File: src/rtl/sweep_pkg.sv
`default_nettype none
// ============================================================================
// Module      : sweep_pkg
// Description : Shared types and helpers for the pattern sweep / capture
//               block: FSM state encoding, maximal-length LFSR tap table,
//               MISR polynomial and the LFSR step function.
// Revision    : 1.0 - initial release
// ============================================================================
package sweep_pkg;

  // Sweep controller states, explicit 2-bit encoding
  typedef enum logic [1:0] {
    ST_IDLE   = 2'd0,
    ST_SETTLE = 2'd1,
    ST_HOLD   = 2'd2,
    ST_DONE   = 2'd3
  } sweep_state_t;

  // MISR feedback polynomial (CRC-CCITT style)
  localparam logic [15:0] c_MISR_POLY = 16'h1021;

  // Maximal-length Fibonacci tap mask for widths 2..16; bit (t-1) set for tap t
  function automatic logic [15:0] lfsr_taps(input int width);
    case (width)
      2:       lfsr_taps = 16'h0003; // {2,1}
      3:       lfsr_taps = 16'h0006; // {3,2}
      4:       lfsr_taps = 16'h000C; // {4,3}
      5:       lfsr_taps = 16'h0014; // {5,3}
      6:       lfsr_taps = 16'h0030; // {6,5}
      7:       lfsr_taps = 16'h0060; // {7,6}
      8:       lfsr_taps = 16'h00B8; // {8,6,5,4}
      9:       lfsr_taps = 16'h0110; // {9,5}
      10:      lfsr_taps = 16'h0240; // {10,7}
      11:      lfsr_taps = 16'h0500; // {11,9}
      12:      lfsr_taps = 16'h0829; // {12,6,4,1}
      13:      lfsr_taps = 16'h100D; // {13,4,3,1}
      14:      lfsr_taps = 16'h2015; // {14,5,3,1}
      15:      lfsr_taps = 16'h6000; // {15,14}
      16:      lfsr_taps = 16'hD008; // {16,15,13,4}
      default: lfsr_taps = 16'h0000;
    endcase
  endfunction

  // One shift-left Fibonacci step; the result is confined to the low `width` bits
  function automatic logic [15:0] next_lfsr(input int width, input logic [15:0] value);
    logic [16:0] mask;
    logic        fb;
    mask      = (17'd1 << width) - 17'd1;
    fb        = ^(value & lfsr_taps(width));
    next_lfsr = {value[14:0], fb} & mask[15:0];
  endfunction

endpackage
`default_nettype wire

File: src/rtl/sweep_misr.sv
`default_nettype none
// ============================================================================
// Module      : sweep_misr
// Description : 16-bit multiple-input signature register with synchronous
//               clear and update enable. Shared with the record-writer checker.
// Revision    : 1.0 - initial release
// ============================================================================
module sweep_misr
  import sweep_pkg::*;
(
  input  logic        clk,
  input  logic        rst,
  input  logic        clear,
  input  logic        enable,
  input  logic [15:0] data_in,
  output logic [15:0] signature
);

  logic [15:0] r_sig;

  // Signature register: shift with polynomial feedback, fold in the new data word
  always_ff @(posedge clk) begin
    if (rst) begin
      r_sig <= 16'h0000;
    end else if (clear) begin
      r_sig <= 16'h0000;
    end else if (enable) begin
      r_sig <= {r_sig[14:0], 1'b0} ^ (r_sig[15] ? c_MISR_POLY : 16'h0000) ^ data_in;
    end
  end

  assign signature = r_sig;

endmodule
`default_nettype wire

File: src/rtl/pattern_sweep_capture.sv
`default_nettype none
// ============================================================================
// Module      : pattern_sweep_capture
// Description : Drives an exhaustive pattern sweep (ascending or LFSR order)
//               into a DUT, waits a settle time, captures the response and
//               emits {pattern, response} records on a valid/ready stream
//               while compressing responses into a MISR signature.
// Revision    : 1.0 - initial release
// ============================================================================
module pattern_sweep_capture
  import sweep_pkg::*;
#(
  parameter int N_IN   = 3,
  parameter int N_OUT  = 1,
  parameter int SETTLE = 1,
  parameter int SIG_W  = 16
) (
  input  logic             CK,
  input  logic             reset,
  input  logic             start,
  input  logic             abort,
  input  logic             mode,
  input  logic [N_IN-1:0]  seed,
  output logic [N_IN-1:0]  pat_o,
  input  logic [N_OUT-1:0] resp_i,
  output logic             rec_valid,
  input  logic             rec_ready,
  output logic [N_IN-1:0]  rec_pattern,
  output logic [N_OUT-1:0] rec_response,
  output logic             busy,
  output logic             done,
  output logic [SIG_W-1:0] signature
);

  localparam int                  c_CNT_W       = (SETTLE > 1) ? $clog2(SETTLE) : 1;
  localparam logic [c_CNT_W-1:0]  c_SETTLE_LAST = c_CNT_W'(SETTLE - 1);
  localparam logic [c_CNT_W-1:0]  c_CNT_ONE     = c_CNT_W'(1);
  localparam logic [N_IN-1:0]     c_PAT_ONE     = N_IN'(1);
  localparam logic [N_IN-1:0]     c_PAT_ALL1    = '1;
  localparam logic [N_IN-1:0]     c_PAT_PENULT  = c_PAT_ALL1 - c_PAT_ONE;

  sweep_state_t        r_state;
  sweep_state_t        w_state_nxt;
  logic [N_IN-1:0]     r_pat;
  logic [N_OUT-1:0]    r_resp;
  logic [c_CNT_W-1:0]  r_settle;
  logic [N_IN-1:0]     r_count;    // index of the record currently in flight
  logic                r_mode;

  logic                w_start;
  logic                w_abort;
  logic                w_xfer;
  logic                w_commit;
  logic                w_settle_end;
  logic                w_last;
  logic [N_IN-1:0]     w_first;
  logic [N_IN-1:0]     w_lfsr_nxt;
  logic [N_IN-1:0]     w_pat_next;
  logic [15:0]         w_sig;

  assign w_start      = (r_state == ST_IDLE) && start;
  assign w_abort      = (r_state != ST_IDLE) && abort;
  assign w_xfer       = (r_state == ST_HOLD) && rec_ready;
  // abort wins over a coinciding transfer, so the record is not folded in
  assign w_commit     = w_xfer && !abort;
  assign w_settle_end = (r_state == ST_SETTLE) && (r_settle == c_SETTLE_LAST);
  assign w_last       = (r_count == c_PAT_ALL1);

  // LFSR mode never produces zero from a nonzero state, so zero is seeded in by hand
  assign w_first    = mode ? ((seed == '0) ? c_PAT_ONE : seed) : '0;
  assign w_lfsr_nxt = N_IN'(next_lfsr(N_IN, 16'(r_pat)));
  assign w_pat_next = r_mode ? ((r_count == c_PAT_PENULT) ? '0 : w_lfsr_nxt)
                             : (r_pat + c_PAT_ONE);

  // State register
  always_ff @(posedge CK) begin
    if (reset) begin
      r_state <= ST_IDLE;
    end else begin
      r_state <= w_state_nxt;
    end
  end

  // Next-state logic; abort overrides every other transition
  always_comb begin
    w_state_nxt = r_state;
    case (r_state)
      ST_IDLE:   if (start)        w_state_nxt = ST_SETTLE;
      ST_SETTLE: if (w_settle_end) w_state_nxt = ST_HOLD;
      ST_HOLD:   if (rec_ready)    w_state_nxt = w_last ? ST_DONE : ST_SETTLE;
      ST_DONE:                     w_state_nxt = ST_IDLE;
      default:                     w_state_nxt = ST_IDLE;
    endcase
    if (w_abort) begin
      w_state_nxt = ST_IDLE;
    end
  end

  // State-decoded outputs
  always_comb begin
    busy      = 1'b0;
    rec_valid = 1'b0;
    done      = 1'b0;
    case (r_state)
      ST_SETTLE: busy = 1'b1;
      ST_HOLD: begin
        busy      = 1'b1;
        rec_valid = 1'b1;
      end
      ST_DONE:   done = 1'b1;
      default: ;
    endcase
  end

  // Pattern, settle counter and response capture datapath
  always_ff @(posedge CK) begin
    if (reset) begin
      r_pat    <= '0;
      r_resp   <= '0;
      r_settle <= '0;
      r_count  <= '0;
      r_mode   <= 1'b0;
    end else if (w_start) begin
      r_pat    <= w_first;
      r_mode   <= mode;
      r_settle <= '0;
      r_count  <= '0;
    end else if ((r_state == ST_SETTLE) && !abort) begin
      if (w_settle_end) begin
        r_resp   <= resp_i;
        r_settle <= '0;
      end else begin
        r_settle <= r_settle + c_CNT_ONE;
      end
    end else if (w_commit && !w_last) begin
      r_pat   <= w_pat_next;
      r_count <= r_count + c_PAT_ONE;
    end
  end

  sweep_misr u_misr (
    .clk       (CK),
    .rst       (reset),
    .clear     (w_start),
    .enable    (w_commit),
    .data_in   (16'(r_resp)),
    .signature (w_sig)
  );

  assign pat_o        = r_pat;
  assign rec_pattern  = r_pat;
  assign rec_response = r_resp;
  assign signature    = SIG_W'(w_sig);

endmodule
`default_nettype wire

File: config.mk
export PLATFORM = sky130hd
export DESIGN_NAME = pattern_sweep_capture
export DESIGN_NICKNAME = d
export VERILOG_FILES = /design/src/rtl/sweep_pkg.sv /design/src/rtl/sweep_misr.sv /design/src/rtl/pattern_sweep_capture.sv
export SDC_FILE = /design/constraint.sdc
export NUM_CORES = 1
export LEC_CHECK = 0
export CORE_UTILIZATION = 35
export CTS_BUF_LIST = sky130_fd_sc_hd__clkbuf_16
export DETAILED_ROUTE_END_ITERATION = 8
export PLACE_DENSITY = 0.62
export RECOVER_POWER = 100
export SYNTH_ARGS = -nofsm -noshare
export SYNTH_HDL_FRONTEND = slang
export SYNTH_SLANG_ARGS = --single-unit
File: constraint.sdc
create_clock -name CK -period 1.4 [get_ports CK]
set_input_delay 0.14 -clock CK [delete_from_list [all_inputs] [get_ports CK]]
set_output_delay 0.14 -clock CK [all_outputs]
set_load 0.01 [all_outputs]
### Yosys cells after proc, flatten, opt, wreduce, memory -nomap -nowiden

Index checks and enable logic that the tools add are counted.
W data, S select, Z words.

| storage, ports and cells | value |
|---|---|
| register bits | 27 |
| input bits | 10 |
| output and inout bits | 26 |
| word-level logic and storage cells | 62 |

| cells by class | value |
|---|---|
| $add $sub $neg | 3 |
| eq/ne operators | 9 |
| muxes and demuxes | 17 |
| bitwise gates (word level) | 5 |
| reduce and logical (&&, ||, !) cells | 21 |

Operator list:

| operator | count |
|---|---|
| $mux W3 | 7 |
| $reduce_xor A16 Y1 | 1 |
| $xor A16 B1 Y16 | 1 |
| $xor A16 B16 Y16 | 1 |
| $mux W13 | 1 |
| $mux W2 | 4 |
| $pmux W2 S4 | 1 |
| $logic_and A1 B1 Y1 | 7 |
| $add A3 B1 Y3 const B | 2 |
| $eq A3 B3 Y1 const B | 2 |
| $ne A2 B2 Y1 const B | 3 |
| $reduce_and A3 Y1 | 2 |
| $reduce_or A2 Y1 | 3 |
| $eq A2 B2 Y1 const B | 2 |
| $mux W1 | 4 |
| $reduce_and A2 Y1 | 2 |
| $reduce_bool A2 Y1 | 2 |
| $logic_not A3 Y1 | 1 |
| $not A1 Y1 | 3 |
| $eq A2 B1 Y1 const B | 1 |
| $logic_not A1 Y1 | 2 |
| $logic_not A2 Y1 | 1 |
| $ne A2 B1 Y1 const B | 1 |
| $add A1 B1 Y1 const B | 1 |

### Logic depth before layout (Yosys ltp)

| depth | value |
|---|---|
| depth after elaboration | 7 |
| mapped depth | 7 |
| depth with buffers taken out | 6 |

### Cells and area by module

A second synthesis with hierarchy kept.

| unflattened totals | value |
|---|---|
| cell total of the unflattened synthesis | 152 |
| area total of the unflattened synthesis | 1431.4 sq um |

Modules (own cells, without submodules):

| module | times used | cells each | area each (sq um) | sequential area each (sq um) |
|---|---|---|---|---|
| sweep_misr | 1 | 70 | 718.2 | 320.3 |
| pattern_sweep_capture | 1 | 82 | 713.2 | 220.2 |

### Least setup slack after synthesis

Ideal clock, no wire load.

| timing path | value |
|---|---|
| kind | reg2reg |
| from | register r_state[0] |
| to | register r_state[1] |
| data arrival time | 1.492 ns |
| required time | 1.309 ns |
| slack | -0.183 ns |
| cell stages (with the launch flop) | 6 |
| buffers on the path | 0 |
| clock period less this slack | 1.583 ns |
| path through | dfxtp_1 -> inv_1 -> ha_1 -> a222oi_1 -> a21oi_1 -> a311oi_1 |

| on the way | value |
|---|---|
| longest elaborated chain between the ends | 4 |
| elaborated cells between the ends (all ways) | 13 |
| those cells by class | eq/ne: 6; mux: 1; reduce/logical: 6 |

RTL lines:

| what | RTL line | text |
|---|---|---|
| from (decl) | pattern_sweep_capture.sv:42 | `sweep_state_t r_state;` |
| from (signal assigned) | pattern_sweep_capture.sv:80 | `r_state <= w_state_nxt;` |
| $eq A2 B1 Y1 | pattern_sweep_capture.sv:66, pattern_sweep_capture.sv:87 |  |
| $logic_and A1 B1 Y1 | pattern_sweep_capture.sv:66 | `assign w_settle_end = (r_state == ST_SETTLE) && (r_settle == c_SETTLE_LAST);` |
| $ne A2 B2 Y1 (no source line) | -- |  |
| $reduce_and A3 Y1 (no source line) | -- |  |

Several ways; a longest one is shown, not always the timed one.
A chain may end at the register's enable or synchronous reset.

### Final worst setup path

| timing path | value |
|---|---|
| from | register r_state[1] |
| to | register r_state[0] |

The elaborated chain is that of the path after synthesis.

==> out/metrics.yaml <==
placed_design:
  gp_congestion: 0.7289
  pre_cts_ws_ns: -0.2225
  hpwl_um: 2093
  numPortBuffers: 35
drt:
  drt_first_pass_iters: 4
  drt-total-wl_um: 3372
  antenna_left: 0
  wl_per_cell_um: 13.76
  viasPerCell: 4.910
  drt_iter0_drc: 46
  dr_total_vias: 1203
  drc_errors: 0
logic_synthesis:
  netlist_area_sq_um: 1274
  ys_seq_elements: 27
  yosys.area_share.simple_pct: 19.35
  synth_top_family_by_area: "simple AND/OR/NAND/NOR gates"
  synth_edf_count: 0
  async_flop_share_pct: 0
  synthFlopType: "dfxtp_1"
  yosysTopAreaCellShare_pct: 42.44
  yosys.area_share.adder_pct: 7.859
  netlist_instances: 147
  synth.distinct_cells: 29
  synth_top_area_cell: "dfxtp_1"
  synth_xor_area_share_pct: 4.126
  yosys-mux-area-fraction_pct: 3.143
  yosys-top-cells-area: "dfxtp_1, nand2_1, ha_1, a21oi_1, a211oi_1"
  synth_compound_area_share_pct: 17.19
  yosys-top-cells-count: "nand2_1, dfxtp_1, a21oi_1, nor2_1"
  synth_nets: 165
  synth_area_per_cell_sq_um: 8.665
  synth_most_common_cell: "nand2_1"
  yosysSeqAreaShare_pct: 42.44
  yosysWarnings: 0
global_route:
  grt_pass1_vias: 1141
  antenna_found_initial: 0
  grt_usage_pct: 17.34
  grt-ovfl-total: 0
  grt_pass1_wl_um: 5326
  grt_max_degree: 23
worst_setup_path:
  cp.required_ns: 1.58
  worstPathMaxFanout: 3
  cp-end-kind: "flip-flop"
  worstSetupStartpointType: "flip-flop"
  worstSetupPathType: "reg -> reg"
  worst_ep_arrival_time_ns: 1.76
power_and_ir_drop:
  p_seq_share_pct: 35.8
  powerDensity_nw_per_um2: 1233
  internal_power_mw: 1.761
  p_switching_mw: 0.8315
  swShare_pct: 32.07
  vdd_drop_max_uv: 540.9
  pwr-share-clk_pct: 24.9
  power_leakage_nw: 0.7597
  p_comb_share_pct: 39.3
timing:
  max_freq_mhz: 634.7
  tns_ns: -0.6395
  relSlewSlack_pct: 73.08
  worst_slack_ns: -0.1755
  min_period_ns: 1.575
  worst_clock_skew_ns: 0.003197
  finalHoldViolations: 0
  rsz0062_at_grt: "yes"
  slew_violations: 0
  setup_viol: 7
  final.period_utilization_pct: 112.5
  tightest_slew_ns: 0.4038
floorplan:
  die_y_um: 62.33
  die-area_sq_um: 3884
  ios: 36
  die_w_um: 62.33
  start_util_pct: 37.29
  core_sq_um: 3416
  rows: 21
run:
  max_cap_violations: 0
cts:
  cts.sinks: 27
  cts_tree: "yes"
  clock_latency_ns: 0.26
  htreeDepth: 1
  ctsHoldBuffers: 0
  clk_pin_slew_ns: 0.07
  cts_buffers: 3
  cts_root_buffer: "clkbuf_16"
  cts.path.max_buffers: 2
min_path:
  worst_hold_path_type: "in -> reg"
final_layout:
  areaGrowthSynthToFinish_pct: 65.13
  antenna-diode-count: 0
  layout-drive-gt1-share_pct: 30.65
  final_nets: 218
status:
  failed_checks: "setup timing"
  outcome: "complete, but fails checks"
[power by group through the flow]
stage	logic, mW	registers, mW	clock network [mW]
2_1_floorplan	0.516	0.924	0
3_3_place_gp	0.821	0.917	0
3_5_place_dp	0.835	0.921	0
4_1_cts	0.878	0.906	0.664
5_1_grt	1.11	0.940	0.689
6_report	1.02	0.929	0.645
[area by class of cell]
type,instances,area (sq um)
Tap cell,46,57.56
Inverter,7,31.28
Sequential cell,27,554.3
Multi-Input combinational cell,105,795.8
Clock buffer,3,75.07
Fill cell,291,1313
Clock inverter,1,5.005
Timing Repair Buffer,56,584.3
[registers in the layout, indices dropped and copies added, names as in the netlist]
register / cells
r_settle: 1
rec_response: 1
r_mode: 1
u_misr.signature: 16
r_count: 3
pat_o: 3
r_state: 2
[critical path, cell delays in order (launching register included)]
cell	delay, ns
dfxtp_4	0.38
inv_4	0.05
ha_4	0.16
a222oi_1	0.43
buf_4	0.21
buf_4	0.10
nor2_1	0.03
nor3_1	0.15
[stage by stage]
step / util [%] / total power [mW] / hold slack (ns) / std cells / instance area, sq um
after floorplan: - / 1.439 / 0.2091 / 147 / 1306
after global placement: 52.64 / 1.737 / 0.4532 / 234 / 1798
after detailed placement: 52.64 / 1.756 / 0.4558 / 234 / 1798
after CTS: 56.41 / 2.449 / 0.4665 / 239 / 1927
after global routing: 61.58 / 2.740 / 0.4896 / 245 / 2103
final: 61.58 / 2.593 / 0.4742 / 245 / 2103
[kinds of logic (layout without fill, tap and decap cells)]
logic type / count (synthesis) / after routing
mux: 4 / 4
compound gates: 35 / 35
xor+xnor: 6 / 6
flops: 27 / 27
simple gates: 52 / 52
fa+ha+maj: 8 / 8
buf+inv: 15 / 67
[path summary, 6_finish.rpt]
path	cells after the start	slack (ns)	from	endpoint
worst max-delay path	7	-0.18	r_state[1]	r_state[0]
worst min register to register	2	0.47	u_misr.signature[2]	u_misr.signature[3]
worst max register to register	7	-0.18	r_state[1]	r_state[0]
worst min-delay path	3	0.47	seed[2]	pat_o[2]
[timing repair]
item	CTS	global route
gates resized for setup	13	24
buffers inserted	1	4
endpoints found under the setup margin	17	14
pin swaps	4	12
gates cloned	0	2
[placed cells by master (no fill, tap or decap), types with 5 or more instances in the layout]
| cell | n |
|---|---|
| a21oi_2 | 8 |
| dfxtp_2 | 5 |
| a211oi_2 | 5 |
| nor2_1 | 9 |
| nand2_1 | 33 |
| clkdlybuf4s50_1 | 32 |
| dfxtp_1 | 20 |
| clkbuf_16 | 5 |
| a21oi_1 | 7 |
| buf_4 | 14 |
| ha_4 | 5 |
[per-layer routing]
metal	share of wire (%)	GRT usage [%]	vias up	wire, um
met2	53	30.91	28	1788
met1	42	20.30	567	1410
met5	0	0	-	0
met4	1.5	6.395	0	50
li1	-	-	602	-
met3	3.6	3.676	6	123
Power figures use the tool's default switching activity.
